==> src/rtl/reg_write_arbiter.sv <==
`default_nettype none
// ============================================================================
//  Module      : reg_write_arbiter
//  Description : Round-robin arbiter that shares one register-bank write port
//                (WE/WADDR/WDATA) among NREQ requesters. One winner is chosen
//                per clock edge. The winner gets a one-cycle GNT strobe that
//                serves as its write acknowledge.
//
//  Ports
//    CLK       in   1        rising-edge clock
//    RST       in   1        asynchronous reset, active-high
//    REQ       in   NREQ     per-requester write request (level)
//    REQ_ADDR  in   NREQ*AW  requester i address in [i*AW +: AW]
//    REQ_DATA  in   NREQ*DW  requester i data in [i*DW +: DW]
//    LOCK      in   NREQ     per-requester lock request (ARB_LOCK_EN only)
//    GNT       out  NREQ     one-hot write acknowledge, registered pulse
//    WE        out  1        register write enable, registered
//    WADDR     out  AW       register write address, registered
//    WDATA     out  DW       register write data, registered
//    BUSY      out  1        any unmasked request pending (combinational)
//
//  Optional feature macro: ARB_LOCK_EN
//    When this macro is defined, the LOCK port and the LOCKED state are added.
//    A requester that holds LOCK at its grant edge keeps sole ownership.
//    Ownership ends when LOCK drops or when MAX_LOCK grants have been made.
//
//  Revision    : 1.0  initial release
// ============================================================================
module reg_write_arbiter #(
    parameter int NREQ     = 4,
    parameter int DW       = 32,
    parameter int AW       = 5,
    parameter int MAX_LOCK = 16
) (
    input  logic                 CLK,
    input  logic                 RST,
    input  logic [NREQ-1:0]      REQ,
    input  logic [NREQ*AW-1:0]   REQ_ADDR,
    input  logic [NREQ*DW-1:0]   REQ_DATA,
`ifdef ARB_LOCK_EN
    input  logic [NREQ-1:0]      LOCK,
`endif
    output logic [NREQ-1:0]      GNT,
    output logic                 WE,
    output logic [AW-1:0]        WADDR,
    output logic [DW-1:0]        WDATA,
    output logic                 BUSY
);

    localparam int c_PTR_W = (NREQ > 1) ? $clog2(NREQ) : 1;
`ifdef ARB_LOCK_EN
    localparam int c_CNT_W = $clog2(MAX_LOCK + 1);
`endif

    typedef enum logic [1:0] {
        ST_IDLE   = 2'd0,
        ST_GRANT  = 2'd1,
        ST_LOCKED = 2'd2
    } state_t;

    state_t                r_state;
    logic [c_PTR_W-1:0]    r_ptr;
    logic [NREQ-1:0]       r_gnt;
    logic                  r_we;
    logic [AW-1:0]         r_waddr;
    logic [DW-1:0]         r_wdata;
`ifdef ARB_LOCK_EN
    logic [c_CNT_W-1:0]    r_lock_cnt;
`endif

    logic [NREQ-1:0]       w_elig;
    logic                  w_found;
    logic [c_PTR_W-1:0]    w_win;
    logic [c_PTR_W-1:0]    w_win_inc;
    logic [c_PTR_W-1:0]    w_ptr_inc;
    logic [c_PTR_W-1:0]    w_idx;
    logic [NREQ-1:0]       w_gnt_oh;
    logic [AW-1:0]         w_sel_addr;
    logic [DW-1:0]         w_sel_data;

    // ------------------------------------------------------------------------
    // Winner selection. The last winner is masked for one cycle so that a
    // held request is not written twice. While locked, the pointer holds the
    // owner and only the owner may win.
    // ------------------------------------------------------------------------
    always_comb begin
        w_elig = REQ & ~r_gnt;
`ifdef ARB_LOCK_EN
        if (r_state == ST_LOCKED) begin
            w_elig = '0;
            w_elig[r_ptr] = REQ[r_ptr] & ~r_gnt[r_ptr];
        end
`endif
        w_found = 1'b0;
        w_win   = '0;
        w_idx   = '0;
        for (int k = 0; k < NREQ; k++) begin
            w_idx = c_PTR_W'((int'(r_ptr) + k) % NREQ);
            if (!w_found && w_elig[w_idx]) begin
                w_found = 1'b1;
                w_win   = w_idx;
            end
        end
    end

    assign w_win_inc  = (w_win == c_PTR_W'(NREQ - 1)) ? '0 : w_win + 1'b1;
    assign w_ptr_inc  = (r_ptr == c_PTR_W'(NREQ - 1)) ? '0 : r_ptr + 1'b1;
    assign w_sel_addr = REQ_ADDR[w_win*AW +: AW];
    assign w_sel_data = REQ_DATA[w_win*DW +: DW];

    always_comb begin
        w_gnt_oh        = '0;
        w_gnt_oh[w_win] = 1'b1;
    end

    // ------------------------------------------------------------------------
    // State, pointer and registered write port
    // ------------------------------------------------------------------------
    always_ff @(posedge CLK or posedge RST) begin
        if (RST) begin
            r_state    <= ST_IDLE;
            r_ptr      <= '0;
            r_gnt      <= '0;
            r_we       <= 1'b0;
            r_waddr    <= '0;
            r_wdata    <= '0;
`ifdef ARB_LOCK_EN
            r_lock_cnt <= '0;
`endif
        end else begin
            case (r_state)
`ifdef ARB_LOCK_EN
                ST_LOCKED: begin
                    // Ownership ends on this edge without a grant. Round-robin
                    // resumes just past the owner on the next edge.
                    if (!LOCK[r_ptr] || (r_lock_cnt == c_CNT_W'(MAX_LOCK))) begin
                        r_state    <= ST_IDLE;
                        r_ptr      <= w_ptr_inc;
                        r_lock_cnt <= '0;
                        r_gnt      <= '0;
                        r_we       <= 1'b0;
                    end else if (w_found) begin
                        r_gnt      <= w_gnt_oh;
                        r_we       <= 1'b1;
                        r_waddr    <= w_sel_addr;
                        r_wdata    <= w_sel_data;
                        r_lock_cnt <= r_lock_cnt + 1'b1;
                    end else begin
                        r_gnt      <= '0;
                        r_we       <= 1'b0;
                    end
                end
`endif
                default: begin
                    if (w_found) begin
                        r_gnt   <= w_gnt_oh;
                        r_we    <= 1'b1;
                        r_waddr <= w_sel_addr;
                        r_wdata <= w_sel_data;
`ifdef ARB_LOCK_EN
                        if (LOCK[w_win]) begin
                            r_state    <= ST_LOCKED;
                            r_ptr      <= w_win;
                            r_lock_cnt <= c_CNT_W'(1);
                        end else begin
                            r_state    <= ST_GRANT;
                            r_ptr      <= w_win_inc;
                        end
`else
                        r_state <= ST_GRANT;
                        r_ptr   <= w_win_inc;
`endif
                    end else begin
                        r_state <= ST_IDLE;
                        r_gnt   <= '0;
                        r_we    <= 1'b0;
                    end
                end
            endcase
        end
    end

    assign GNT   = r_gnt;
    assign WE    = r_we;
    assign WADDR = r_waddr;
    assign WDATA = r_wdata;
    assign BUSY  = |(REQ & ~r_gnt);

endmodule
`default_nettype wire

==> config.mk <==
export PLATFORM = sky130hd
export DESIGN_NAME = reg_write_arbiter
export DESIGN_NICKNAME = d
export VERILOG_FILES = /design/src/rtl/reg_write_arbiter.sv
export SDC_FILE = /design/constraint.sdc
export NUM_CORES = 1
export LEC_CHECK = 0
export CAP_MARGIN = 10
export CORE_MARGIN = 5
export CORE_UTILIZATION = 25
export DETAILED_ROUTE_END_ITERATION = 8
export GPL_TIMING_DRIVEN = 0
export PLACE_DENSITY = 0.7
export SLEW_MARGIN = 20
export SYNTH_ARGS = -nofsm -noshare
export SYNTH_HDL_FRONTEND = slang
export SYNTH_SLANG_ARGS = --single-unit
==> constraint.sdc <==
create_clock -name CLK -period 4.3 [get_ports CLK]
set_input_delay 0.43 -clock CLK [delete_from_list [all_inputs] [get_ports CLK]]
set_output_delay 0.43 -clock CLK [all_outputs]
set_load 0.005 [all_outputs]
==> results.tsv, run 1 <==
metric	value	unit
status	completed	
Most used DFF post-synth	dfrtp_1	
gr ovfl total	0	
clk_skew	6.58	ps
area grow syn2layout	78.9	%
most common cell after layout, fill and taps aside	clkdlybuf4s50_1	
final period utilization	0.709	
total negative slack	0	ps
RR Startpoint	GNT[2]$_DFF_PP0_	
Max FO, Critical Path	10	
Syn. warnings	0	
diode count	0	
CTS tree	yes	
synth top area cells	dfrtp_1, nand3_1, a211o_1, a32oi_1, o21ai_0	
sequential-to-total area share from yosys stat	0.371	
top-area cell type share of the netlist area	0.371	
Worst Path Arrival	2620	ps
CTS Root Cell	clkbuf_16	
post-cts resize count	0	
Vias/cell	5.53	
antenna violations before repair	0	
All-Layer GR Usage	0.193	
number of global-route vias before repair	4234	
clock share of power	0.135	
syn_nets	497	
post-DP HPWL	10600	µm
Switch Pwr	1.49	mW
Internal Power	1.97	mW
flops & latches, synth	44	
area leader, netlist	dfrtp_1	
die height	119	µm
port bufs	196	
total CTS buffers	5	
core box area	0.0115	mm²
worst reg2reg endpoint	r_ptr[1]$_DFFE_PP0P_	
R2R cell count	7	
leak pwr	2.11	nW
share of layout cells above drive strength 1	0.0878	
CP required	3870	ps
Max Root-Sink Buffers	2	
cells after synthesis	342	
fraction of registers with async set/reset	1.00	
initial drt markers	312	
initial core utilization	0.258	
first-pass GRT wire length	22400	µm
Worst Setup End Kind	output port	
die width	119	µm
final WL	14200	µm
synthesized area	0.00297	mm²
Clk Latency, worst-skew pair	280	ps
CP startpoint kind	input pin	
Syn Area/Cell	8.69	µm²
Register-to-Register Setup Slack	1880	ps
Initial DRT Pass Iterations	5	
htree depth	2	
Comb pwr share	0.641	
endpoints failing hold	0	
PwrDens	651	mW/mm²
RSZ-0062 raised after global routing	false	
std cell rows	39	
Max-Cap Viols	0	
pre-CTS setup slack	1220	ps
fin worst setup slack	1250	ps
clock slew at reported path FFs	60	ps
EDFF count, synth	0	
Post-CTS Setup Bufs	0	
Slew @ Worst Pin	566	ps
Sink Count	44	
Max-slew headroom	0.623	
Final min period	3050	ps
final setup violation count	0	
layout net count	701	
commonest non-fill, non-tap cells in the layout	clkdlybuf4s50_1, nand3_1, dfrtp_1	
vias	3816	
Slew Limit Fails	0	
largest net degree at the start of global routing	30	
final RePlAce weighted congestion	0.839	
# DRC	0	
full die area	0.0142	mm²
share of power burned in registers	0.223	
worst setup path start	REQ[3]	
synth unique cells	34	
Sw Share	0.431	
Hold Crit Class	in -> async	
VDD IR-drop max	0.000254	V
post-route ant nets	0	
wire length per cell	20.6	µm
critical path type	in -> out	
io pins	197	
fmax	328	MHz
CTS Hold Bufs	0	
==> critical path, stage by stage <==
cell and delay (ps):
clkdlybuf4s50_1 410, nor2b_1 160, nor2_1 170, and3_1 170, buf_2 190, buf_2 270, buf_2 300, inv_1 60
clkdlybuf4s50_1 450
==> metrics by stage <==
step | cell area [µm²] | power [mW] | utilization | cells | hold slack (ps)
2_1_floorplan | 2970 | 1.97 | - | 342 | 494
3_3_place_gp | 5110 | 2.94 | 0.444 | 681 | 487
3_5_place_dp | 5130 | 2.98 | 0.446 | 682 | 495
4_1_cts | 5310 | 3.47 | 0.461 | 690 | 456
5_1_grt | 5310 | 3.71 | 0.461 | 690 | 470
6_report | 5310 | 3.46 | 0.461 | 690 | 446
==> power groups by stage <==
stage / clock network (mW) / logic, mW / registers, mW
final: 0.468 / 2.22 / 0.772
after global routing: 0.498 / 2.42 / 0.792
after CTS: 0.480 / 2.22 / 0.767
after floorplan: 0 / 1.21 / 0.765
after detailed placement: 0 / 2.22 / 0.768
after global placement: 0 / 2.17 / 0.764
==> worst max path at each step <==
stage                                 to  slack (ps)  cells past startpoint
floorplan           r_ptr[1]$_DFFE_PP0P_        2280                      7
global placement                    BUSY        1290                      9
detailed placement                  BUSY        1220                      9
CTS                                 BUSY        1220                      9
global route                        BUSY        1040                      9
finish                              BUSY        1250                      9
==> routing by layer <==
layer / GRT usage / vias up / routed length [µm]
li1: - / 1746 / -
met1: 0.230 / 1843 / 5810
met2: 0.337 / 213 / 7010
met3: 0.0555 / 14 / 1240
met4: 0.0594 / 0 / 133
met5: 0 / - / 0
==> flip-flops by register name (all words and copies together) (netlist names) <==
name	count
WE	1
GNT	4
r_ptr	2
WADDR	5
WDATA	32
==> kinds of logic (layout without fill, tap and decap cells) <==
kind of cell,count (synthesis),after routing,synth area share
flip-flops,44,44,0.371
buffers and inverters,50,255,0.0872
adder cells (fa/ha/maj),1,1,0.00421
AND/OR/NAND/NOR,129,129,0.234
multiplexers,1,1,0.00379
AO/OA/AOI/OAI,117,117,0.300
==> layout make-up <==
type / count / area (µm²)
inverter: 6 / 22.5
tap: 143 / 179
fill: 1164 / 6200
clock inverter: 1 / 30.0
timing repair buffer: 197 / 1980
clock buffer: 7 / 153
multi-input combinational: 248 / 1610
sequential: 44 / 1100
buffer: 44 / 236
==> synth_stat cells (2+ instances only) <==
cell type / instances
a32oi_1: 37
o21ai_0: 37
nor3_2: 2
dfrtp_1: 44
clkbuf_1: 16
inv_1: 5
nand3_1: 111
nand2b_1: 3
buf_4: 5
and2_1: 2
nor2_1: 2
buf_2: 12
buf_6: 4
clkbuf_2: 6
a211o_1: 37
Power figures use the tool's default switching activity.
==> inputs of run 2 (changes only) <==
- PLACE_DENSITY: 0.7 -> 0.72
- clock period: 4.3 -> 2.6 ns (I/O delays scaled with it)
==> run 2 against run 1 <==
  * Sequential power up 66%
  * Sequential share of layout area hardly changed
  * Core utilization decreased by 0.098 points
  * Combinational power increased by 66%
  * Largest cell class unchanged
==> results.tsv, run 2 (synthesis results as in run 1) <==
metric	value	unit
status	completed	
clk_skew	6.90	ps
die height	119	µm
final RePlAce weighted congestion	0.873	
# DRC	0	
Slew @ Worst Pin	626	ps
endpoints failing hold	0	
CTS Root Cell	clkbuf_16	
Clk Latency, worst-skew pair	280	ps
PwrDens	1070	mW/mm²
clock slew at reported path FFs	60	ps
RR Startpoint	GNT[1]$_DFF_PP0_	
final instance area	0.00530	mm²
io pins	197	
worst setup path start	REQ[1]	
Final min period	2530	ps
Util after Layout	0.460	
Post-CTS Setup Bufs	0	
Switch Pwr	2.47	mW
final period utilization	0.972	
htree depth	2	
most common cell after layout, fill and taps aside	clkdlybuf4s50_1	
Initial DRT Pass Iterations	5	
CTS tree	yes	
total CTS buffers	5	
post-DP HPWL	10700	µm
leak pwr	2.10	nW
area grow syn2layout	78.5	%
Worst Path Arrival	2270	ps
Max-Cap Viols	0	
layout net count	700	
wire length per cell	20.8	µm
critical path type	in -> out	
RSZ-0062 raised after global routing	true	
final WL	14300	µm
Sink Count	44	
Worst Setup End Kind	output port	
max reg flops	32	
All-Layer GR Usage	0.192	
first-pass GRT wire length	22000	µm
pre-CTS setup slack	-183	ps
# fillers	1135	
diode count	0	
Max FO, Critical Path	16	
CP startpoint kind	input pin	
std cell rows	39	
number of global-route vias before repair	4177	
post-route ant nets	0	
vias	3882	
Comb pwr share	0.647	
Internal Power	3.21	mW
CP required	2340	ps
Slew Limit Fails	0	
Max-slew headroom	0.583	
Max Root-Sink Buffers	2	
Post-DP Area	0.00513	mm²
Vias/cell	5.63	
final setup violation count	0	
gr ovfl total	0	
initial drt markers	443	
fin worst setup slack	73.4	ps
Sw Share	0.435	
Fin Hold WS	307	ps
share of layout cells above drive strength 1	0.0842	
share of power burned in registers	0.226	
fmax	396	MHz
die width	119	µm
VDD IR-drop max	0.000336	V
commonest non-fill, non-tap cells in the layout	clkdlybuf4s50_1, nand3_1, dfrtp_1	
CTS Hold Bufs	0	
clock share of power	0.127	
full die area	0.0142	mm²
port bufs	196	
Hold Crit Class	in -> async	
antenna violations before repair	0	
largest net degree at the start of global routing	28	
core box area	0.0115	mm²
initial core utilization	0.258	
run 2: worst paths after layout:
path	depth (start not counted)	to	slack, ps
max in group asynchronous	3	WADDR[0]$_DFFE_PP0P_	1800
setup reg to reg	7	r_ptr[1]$_DFFE_PP0P_	260
hold reg to reg	2	WDATA[13]$_DFFE_PP0P_	510
setup / recovery	8	BUSY	70
min in group CLK	2	WDATA[13]$_DFFE_PP0P_	510
hold / removal	2	WDATA[15]$_DFFE_PP0P_	310
run 2: worst max-delay path: stages:
cell and delay [ps]:
clkdlybuf4s50_1 440, nor2b_4 160, nor2_1 210, and3_1 200, clkbuf_4 270, buf_4 240
inv_1 50, clkdlybuf4s50_1 440
run 2: timing repair:
item	CTS	global route
gates cloned	0	0
hold endpoints to repair	0	0
endpoints found under the setup margin	1	2
resized for setup	1	2
run 2: power by group through the flow:
stage	clock network, mW	logic, mW	registers (mW)
finish	0.721	3.68	1.28
global route	0.754	4.01	1.32
CTS	0.733	3.67	1.28
detailed placement	0	3.66	1.27
global placement	0	3.58	1.27
floorplan	0	1.99	1.27
run 2: layer usage:
metal	routed length, µm	part of all wire	up-vias	GRT usage
met4	353	0.025	0	0.0731
li1	-	-	1745	-
met2	7010	0.49	239	0.324
met1	5750	0.40	1868	0.235
met3	1210	0.084	30	0.0469
met5	0	0	-	0
run 2: layout make-up:
class	instances	area [µm²]	area share
buffer	43	236	0.0446
clock buffer	6	129	0.0243
clock inverter	2	35.0	0.00661
inverter	6	22.5	0.00425
multi-input combinational	248	1620	0.305
sequential	44	1100	0.208
tap	143	179	0.0337
timing repair buffer	197	1980	0.374
run 2: metrics by stage:
step                      setup TNS [ps]  std cells  total power, mW
after detailed placement            -311        682             4.93
final                                  0        689             5.68
after floorplan                        0        342             3.26
after CTS                              0        689             5.67
after global routing               -39.9        689             6.08
after global placement              -250        681             4.85
